--- src/rtl/pipe_hazard_ctrl.sv ---
// rtl/pipe_hazard_ctrl.sv - five-stage pipeline valid/scoreboard, stall, flush and forwarding control
//
// Purpose: owns the ID/EX/MEM/WB valid bits and the EX/MEM/WB destination
// scoreboard, and derives latch enables, load-use/RAW stalls, the qualified
// branch redirect and the operand-forwarding selects for the datapath.
//
// Configuration macro: PIPE_FWD_EN
//   defined   - EX/MEM results are forwarded; only load-use hazards stall.
//   undefined - no forwarding; any RAW match in EX/MEM/WB stalls and the
//               forwarding selects are tied to 0.
//
// Ports:
//   clk, resetn          core clock, asynchronous active-low reset
//   ext_freeze           external stall, freezes every stage
//   id_rj/id_r2          ID source register numbers, id_use_rj/id_use_r2 qualify them
//   id_gr_we/id_dest     ID instruction writes id_dest
//   id_is_load           ID instruction is a load
//   id_br_taken          raw branch-taken from ID
//   pc_we/ifid_we/idex_we  pipeline latch enables
//   br_redirect          qualified redirect to the branch target
//   id/ex/mem/wb_valid   per-stage live-instruction flags
//   fwd_sel1/fwd_sel2    0 regfile, 1 EX, 2 MEM, 3 WB
//   stall_cnt            saturating count of hazard-stall cycles
module pipe_hazard_ctrl #(
  parameter int RF_AW       = 5,
  parameter int STALL_CNT_W = 16
) (
  input  logic                   clk,
  input  logic                   resetn,
  input  logic                   ext_freeze,
  input  logic [RF_AW-1:0]       id_rj,
  input  logic [RF_AW-1:0]       id_r2,
  input  logic                   id_use_rj,
  input  logic                   id_use_r2,
  input  logic                   id_gr_we,
  input  logic [RF_AW-1:0]       id_dest,
  input  logic                   id_is_load,
  input  logic                   id_br_taken,
  output logic                   pc_we,
  output logic                   ifid_we,
  output logic                   idex_we,
  output logic                   br_redirect,
  output logic                   id_valid,
  output logic                   ex_valid,
  output logic                   mem_valid,
  output logic                   wb_valid,
  output logic [1:0]             fwd_sel1,
  output logic [1:0]             fwd_sel2,
  output logic [STALL_CNT_W-1:0] stall_cnt
);

  logic                   id_valid_q, id_valid_d;
  logic                   ex_valid_q, ex_valid_d;
  logic                   mem_valid_q, mem_valid_d;
  logic                   wb_valid_q, wb_valid_d;
  logic [RF_AW-1:0]       ex_dest_q, ex_dest_d;
  logic [RF_AW-1:0]       mem_dest_q, mem_dest_d;
  logic [RF_AW-1:0]       wb_dest_q, wb_dest_d;
  logic                   ex_we_q, ex_we_d;
  logic                   mem_we_q, mem_we_d;
  logic                   wb_we_q, wb_we_d;
  // Load flag is only tracked in EX and MEM: a load in WB is always forwardable.
  logic                   ex_load_q, ex_load_d;
  logic                   mem_load_q, mem_load_d;
  logic [STALL_CNT_W-1:0] stall_cnt_q, stall_cnt_d;

  logic ex_hit1, ex_hit2, mem_hit1, mem_hit2, wb_hit1, wb_hit2;
  logic hazard_stall;

  // r0 is hard-wired zero, so a write to it never creates a dependency.
  function automatic logic src_hit(input logic v, input logic we,
                                   input logic [RF_AW-1:0] dest,
                                   input logic [RF_AW-1:0] src,
                                   input logic use_src);
    return v & we & use_src & (src != '0) & (dest == src);
  endfunction

  assign ex_hit1  = src_hit(ex_valid_q,  ex_we_q,  ex_dest_q,  id_rj, id_use_rj);
  assign ex_hit2  = src_hit(ex_valid_q,  ex_we_q,  ex_dest_q,  id_r2, id_use_r2);
  assign mem_hit1 = src_hit(mem_valid_q, mem_we_q, mem_dest_q, id_rj, id_use_rj);
  assign mem_hit2 = src_hit(mem_valid_q, mem_we_q, mem_dest_q, id_r2, id_use_r2);
  assign wb_hit1  = src_hit(wb_valid_q,  wb_we_q,  wb_dest_q,  id_rj, id_use_rj);
  assign wb_hit2  = src_hit(wb_valid_q,  wb_we_q,  wb_dest_q,  id_r2, id_use_r2);

`ifdef PIPE_FWD_EN
  assign hazard_stall = id_valid_q &
                        ((ex_load_q  & (ex_hit1  | ex_hit2)) |
                         (mem_load_q & (mem_hit1 | mem_hit2)));

  // Nearest producer wins; a load match in EX/MEM only occurs while stalled,
  // where the select is don't-care.
  always_comb begin
    fwd_sel1 = 2'd0;
    if (ex_hit1 & ~ex_load_q)        fwd_sel1 = 2'd1;
    else if (mem_hit1 & ~mem_load_q) fwd_sel1 = 2'd2;
    else if (wb_hit1)                fwd_sel1 = 2'd3;
    fwd_sel2 = 2'd0;
    if (ex_hit2 & ~ex_load_q)        fwd_sel2 = 2'd1;
    else if (mem_hit2 & ~mem_load_q) fwd_sel2 = 2'd2;
    else if (wb_hit2)                fwd_sel2 = 2'd3;
  end
`else
  logic unused_load;

  // Without forwarding the consumer waits until the producer leaves WB.
  assign hazard_stall = id_valid_q &
                        (ex_hit1 | ex_hit2 | mem_hit1 | mem_hit2 | wb_hit1 | wb_hit2);
  assign fwd_sel1     = 2'd0;
  assign fwd_sel2     = 2'd0;
  assign unused_load  = ex_load_q ^ mem_load_q;
`endif

  assign br_redirect = id_valid_q & id_br_taken & ~hazard_stall & ~ext_freeze;

  always_comb begin
    pc_we       = 1'b0;
    ifid_we     = 1'b0;
    idex_we     = 1'b0;
    id_valid_d  = id_valid_q;
    ex_valid_d  = ex_valid_q;
    mem_valid_d = mem_valid_q;
    wb_valid_d  = wb_valid_q;
    ex_dest_d   = ex_dest_q;
    mem_dest_d  = mem_dest_q;
    wb_dest_d   = wb_dest_q;
    ex_we_d     = ex_we_q;
    mem_we_d    = mem_we_q;
    wb_we_d     = wb_we_q;
    ex_load_d   = ex_load_q;
    mem_load_d  = mem_load_q;
    stall_cnt_d = stall_cnt_q;
    if (!ext_freeze) begin
      pc_we       = ~hazard_stall;
      ifid_we     = ~hazard_stall;
      idex_we     = 1'b1;
      // Stall keeps ID live (id_valid_q is 1); redirect kills the fall-through fetch.
      id_valid_d  = ~br_redirect;
      ex_valid_d  = id_valid_q & ~hazard_stall;
      ex_dest_d   = id_dest;
      ex_we_d     = id_gr_we;
      ex_load_d   = id_is_load;
      mem_valid_d = ex_valid_q;
      mem_dest_d  = ex_dest_q;
      mem_we_d    = ex_we_q;
      mem_load_d  = ex_load_q;
      wb_valid_d  = mem_valid_q;
      wb_dest_d   = mem_dest_q;
      wb_we_d     = mem_we_q;
      if (hazard_stall && (stall_cnt_q != '1)) begin
        stall_cnt_d = stall_cnt_q + STALL_CNT_W'(1);
      end
    end
  end

  always_ff @(posedge clk or negedge resetn) begin
    if (!resetn) begin
      id_valid_q  <= 1'b0;
      ex_valid_q  <= 1'b0;
      mem_valid_q <= 1'b0;
      wb_valid_q  <= 1'b0;
      ex_dest_q   <= '0;
      mem_dest_q  <= '0;
      wb_dest_q   <= '0;
      ex_we_q     <= 1'b0;
      mem_we_q    <= 1'b0;
      wb_we_q     <= 1'b0;
      ex_load_q   <= 1'b0;
      mem_load_q  <= 1'b0;
      stall_cnt_q <= '0;
    end else begin
      id_valid_q  <= id_valid_d;
      ex_valid_q  <= ex_valid_d;
      mem_valid_q <= mem_valid_d;
      wb_valid_q  <= wb_valid_d;
      ex_dest_q   <= ex_dest_d;
      mem_dest_q  <= mem_dest_d;
      wb_dest_q   <= wb_dest_d;
      ex_we_q     <= ex_we_d;
      mem_we_q    <= mem_we_d;
      wb_we_q     <= wb_we_d;
      ex_load_q   <= ex_load_d;
      mem_load_q  <= mem_load_d;
      stall_cnt_q <= stall_cnt_d;
    end
  end

  assign id_valid  = id_valid_q;
  assign ex_valid  = ex_valid_q;
  assign mem_valid = mem_valid_q;
  assign wb_valid  = wb_valid_q;
  assign stall_cnt = stall_cnt_q;

endmodule

--- config.mk ---
export PLATFORM = sky130hd
export DESIGN_NAME = pipe_hazard_ctrl
export DESIGN_NICKNAME = d
export VERILOG_FILES = /design/src/rtl/pipe_hazard_ctrl.sv
export SDC_FILE = /design/constraint.sdc
export NUM_CORES = 1
export LEC_CHECK = 0
export ABC_AREA = 1
export CORE_UTILIZATION = 49
export CTS_BUF_LIST = sky130_fd_sc_hd__clkbuf_8
export DETAILED_ROUTE_END_ITERATION = 10
export PLACE_DENSITY = 0.9
export SLEW_MARGIN = 40
export SYNTH_ARGS = -nofsm -noshare
export SYNTH_HDL_FRONTEND = slang
export SYNTH_SLANG_ARGS = --single-unit
export TNS_END_PERCENT = 20
--- constraint.sdc ---
create_clock -name clk -period 2.11 [get_ports clk]
set_input_delay 0.5275 -clock clk [delete_from_list [all_inputs] [get_ports clk]]
set_output_delay 0.5275 -clock clk [all_outputs]
set_load 0.05 [all_outputs]
==> results by group <==
Run status
  – Status: finished with violations
  – Violated checks: setup timing

CTS
  – CTS tree: built
  – Clock transition at path regs: 0.07 ns
  – Total CTS buffers: 5
  – Post-CTS Hold Buffers: 0
  – Root Buffer: clkbuf_8
  – H-tree levels: 2
  – Clock Path Buffers: 2
  – CTS sink cnt: 38
  – Later-pin clock latency in the skew report: 0.30 ns

Finish
  – FILL cells: 458
  – Area delta synth->final: 30.6%
  – FF+latch area: 955 um^2
  – Nets: 500
  – ANT cells: 0
  – Layout Cells excl Fill: 547
  – Layout cells sized above 1: 26.4%
  – Area occupied by multi-input gates: 0.00167 mm^2

Route
  – 1st-iter DRT viols: 150
  – Met1 Wirelength: 3200 um
  – Vias post-DR: 2807
  – DR WL/cell: 13.3 um
  – Antenna Nets Post-Route: 0
  – Top sig layer: met4
  – Met2 wire length: 3520 um
  – Met3 wire length: 426 um
  – Post-DR vias/cell: 5.13
  – # DRC: 0
  – Post-Route WL: 7290 um
  – DRT Pass-1 Iters: 5

STA
  – Final worst path period need: 2.36 ns
  – Layout Skew: 0.00731 ns
  – Crit share post-route: 112%
  – RSZ-0062 raised after global routing: true
  – Fmax: 0.424 GHz
  – Fin. Hold Viols: 0
  – Setup TNS: -0.705 ns
  – Final Slew Violations: 0
  – Slew headroom: 66.2%
  – Worst-margin pin slew: 0.507 ns
  – Post-route worst setup slack: -0.248 ns
  – Final setup viols: 3

Power and ir drop
  – Clock network fraction of design power: 25.3%
  – Internal power: 1.32 mW
  – Register share of total power: 42.2%
  – Sw Share: 36.5%
  – Power density cells: 577 mW/mm^2
  – Net Sw Power: 0.761 mW
  – Peak VDD IR: 0.374 mV
  – Combinational share of power: 32.5%
  – LEAKAGE: 1.87 nW

Yosys
  – Post-synth ARST share: 100%
  – Largest cells by area after synthesis: dfrtp_1, nand2_1, xnor2_1
  – Synth unique cells: 34
  – Post-synth EDFFs: 0
  – Area leader, netlist: dfrtp_1
  – Post-synth top cells: nand2_1, inv_1, nor2_1, dfrtp_1
  – Syn Area/Cell: 6.86 um^2
  – Sequential fraction of the synthesis area: 34.4%
  – Synth top area share: 34.4%
  – Yosys warnings: 0
  – Synth Flop Type: dfrtp_1
  – FF+latch count, synth: 38
  – Syn Inst Count: 403
  – Post-Syn Area: 0.00277 mm^2
  – Count leader, synth: nand2_1

Placement
  – Post-placement cell count: 532
  – Port buffer count: 45
  – Final HPWL from detailed placement: 5390 um
  – GPL Wtd Cong: 0.944

GRT
  – Vias in the first global route: 2602
  – Remaining Overflow, GRT: 0
  – Largest net degree at the start of global routing: 39
  – Initial antenna violation count: 0
  – First-pass GRT wire length: 12200 um
  – Total GRT Usage: 26.0%

Flow run
  – Max_cap viols: 0

Critical path
  – Slowest stage cell, crit path: nor2_4
  – Data arrival, critical path: 1.83 ns
  – CP cell instances: buf_2, buf_4, xnor2_2, nand2_1, nor2_1, nand2_1, nand3_2, nor2_4, nand3_2, nor2_2, buf_6
  – CP bufs+invs: 3
  – Worst setup EP type: primary output
  – Critical Path RT: 1.58 ns
  – Worst path max stage delay: 0.22 ns
  – Worst path depth: 11
  – CP max FO: 4
  – Cells on worst reg2reg path: 7
  – Critical Path Source Type: primary input
  – Worst path top cell family by delay: simple AND/OR/NAND/NOR gates
  – R2r setup slk: 0.15 ns
  – Crit Path Category: primary input to primary output

Floorplanning
  – Initial Util: 52.5%
  – Core footprint: 0.00527 mm^2
  – Die Y-Extent: 77.1 um
  – Chip width: 77.1 um
  – Number of core rows: 26
  – I/O pin cnt: 51
  – Die area: 0.00595 mm^2

Hold path
  – Worst hold path type: primary input to asynchronous set/reset pin
==> layout make-up <==
cell class | count | share of cell area, %
repair buffers | 79 | 17.7
flip-flops and latches | 38 | 26.4
multi-input cells | 308 | 46.2
clock buffers | 6 | 2.29
inverters | 44 | 4.57
clock inverters | 2 | 0.346
well taps | 70 | 2.42
==> logic make-up after synthesis <==
logic type      share of synthesized area (%)
fa+ha+maj                               0.452
other cells                             0.136
flops                                    34.4
compound gates                           4.34
buf+inv                                  10.0
xor+xnor                                 8.87
simple gates                             41.8
==> metrics by stage <==
step / power, mW / util, % / worst slack [ns] / cell area, um^2 / hold WS [ns]
3_3_place_gp: 1.49 / 64.3 / -0.696 / 3390 / 0.486
3_5_place_dp: 1.51 / 64.3 / -0.709 / 3390 / 0.500
6_report: 2.08 / 68.5 / -0.248 / 3610 / 0.267
4_1_cts: 2.07 / 67.5 / -0.284 / 3560 / 0.283
2_1_floorplan: 1.26 / - / -0.377 / 2800 / 0.232
5_1_grt: 2.20 / 68.5 / -0.339 / 3610 / 0.310
==> registers in the layout (all words and copies together), names as in the netlist <==
register    flops
ex_dest_q       5
ex_valid        1
ex_we_q         1
id_valid        1
mem_dest_q      5
mem_valid       1
mem_we_q        1
stall_cnt      16
wb_dest_q       5
wb_valid        1
wb_we_q         1
==> metal layers <==
layer / GRT usage, % / vias up
met1: 34.0 / 1303
li1: - / 1398
met5: 0 / -
met3: 4.40 / 14
met4: 8.87 / 0
met2: 43.3 / 92
==> power groups by stage <==
stage / registers, mW / clock network [mW] / logic, mW
after CTS: 0.876 / 0.538 / 0.653
after global placement: 0.879 / 0 / 0.613
final: 0.880 / 0.527 / 0.676
after floorplan: 0.946 / 0 / 0.314
after detailed placement: 0.881 / 0 / 0.625
after global routing: 0.890 / 0.571 / 0.742
==> repair_timing <==
action,in CTS,in global routing
pin swaps,18,12
endpoints found under the setup margin,19,10
hold endpoints to repair,0,0
setup buffers,3,4
gates resized for setup,68,17
==> cell usage in the layout (no fill, tap or decap), types with 2 or more instances in the layout <==
| cell | n |
|---|---|
| a21oi_1 | 3 |
| buf_12 | 2 |
| buf_2 | 11 |
| buf_4 | 47 |
| buf_6 | 3 |
| clkbuf_8 | 6 |
| clkdlybuf4s50_1 | 12 |
| conb_1 | 4 |
| dfrtp_1 | 35 |
| dfrtp_2 | 3 |
| dlymetal6s2s_1 | 2 |
| inv_1 | 31 |
| inv_2 | 13 |
| nand2_1 | 148 |
| nand2_2 | 9 |
| nand3_1 | 13 |
| nand3_2 | 7 |
| nand4_1 | 20 |
| nor2_1 | 32 |
| nor2_2 | 6 |
| nor2_4 | 6 |
| nor3_1 | 2 |
| nor4_1 | 2 |
| o21ai_0 | 20 |
| xnor2_1 | 14 |
| xnor2_2 | 3 |
| xnor2_4 | 2 |
| xor2_1 | 9 |
==> final timing paths <==
check / to / startpoint
setup / recovery: br_redirect / id_r2[0]
hold / removal: wb_valid / resetn
setup reg to reg: stall_cnt[7] / stall_cnt[0]
hold reg to reg: wb_we_q / wb_we_q
max in group asynchronous: mem_dest_q[2] / resetn
min in group clk: wb_we_q / wb_we_q
Note: power is estimated with default switching activity, not from simulation.
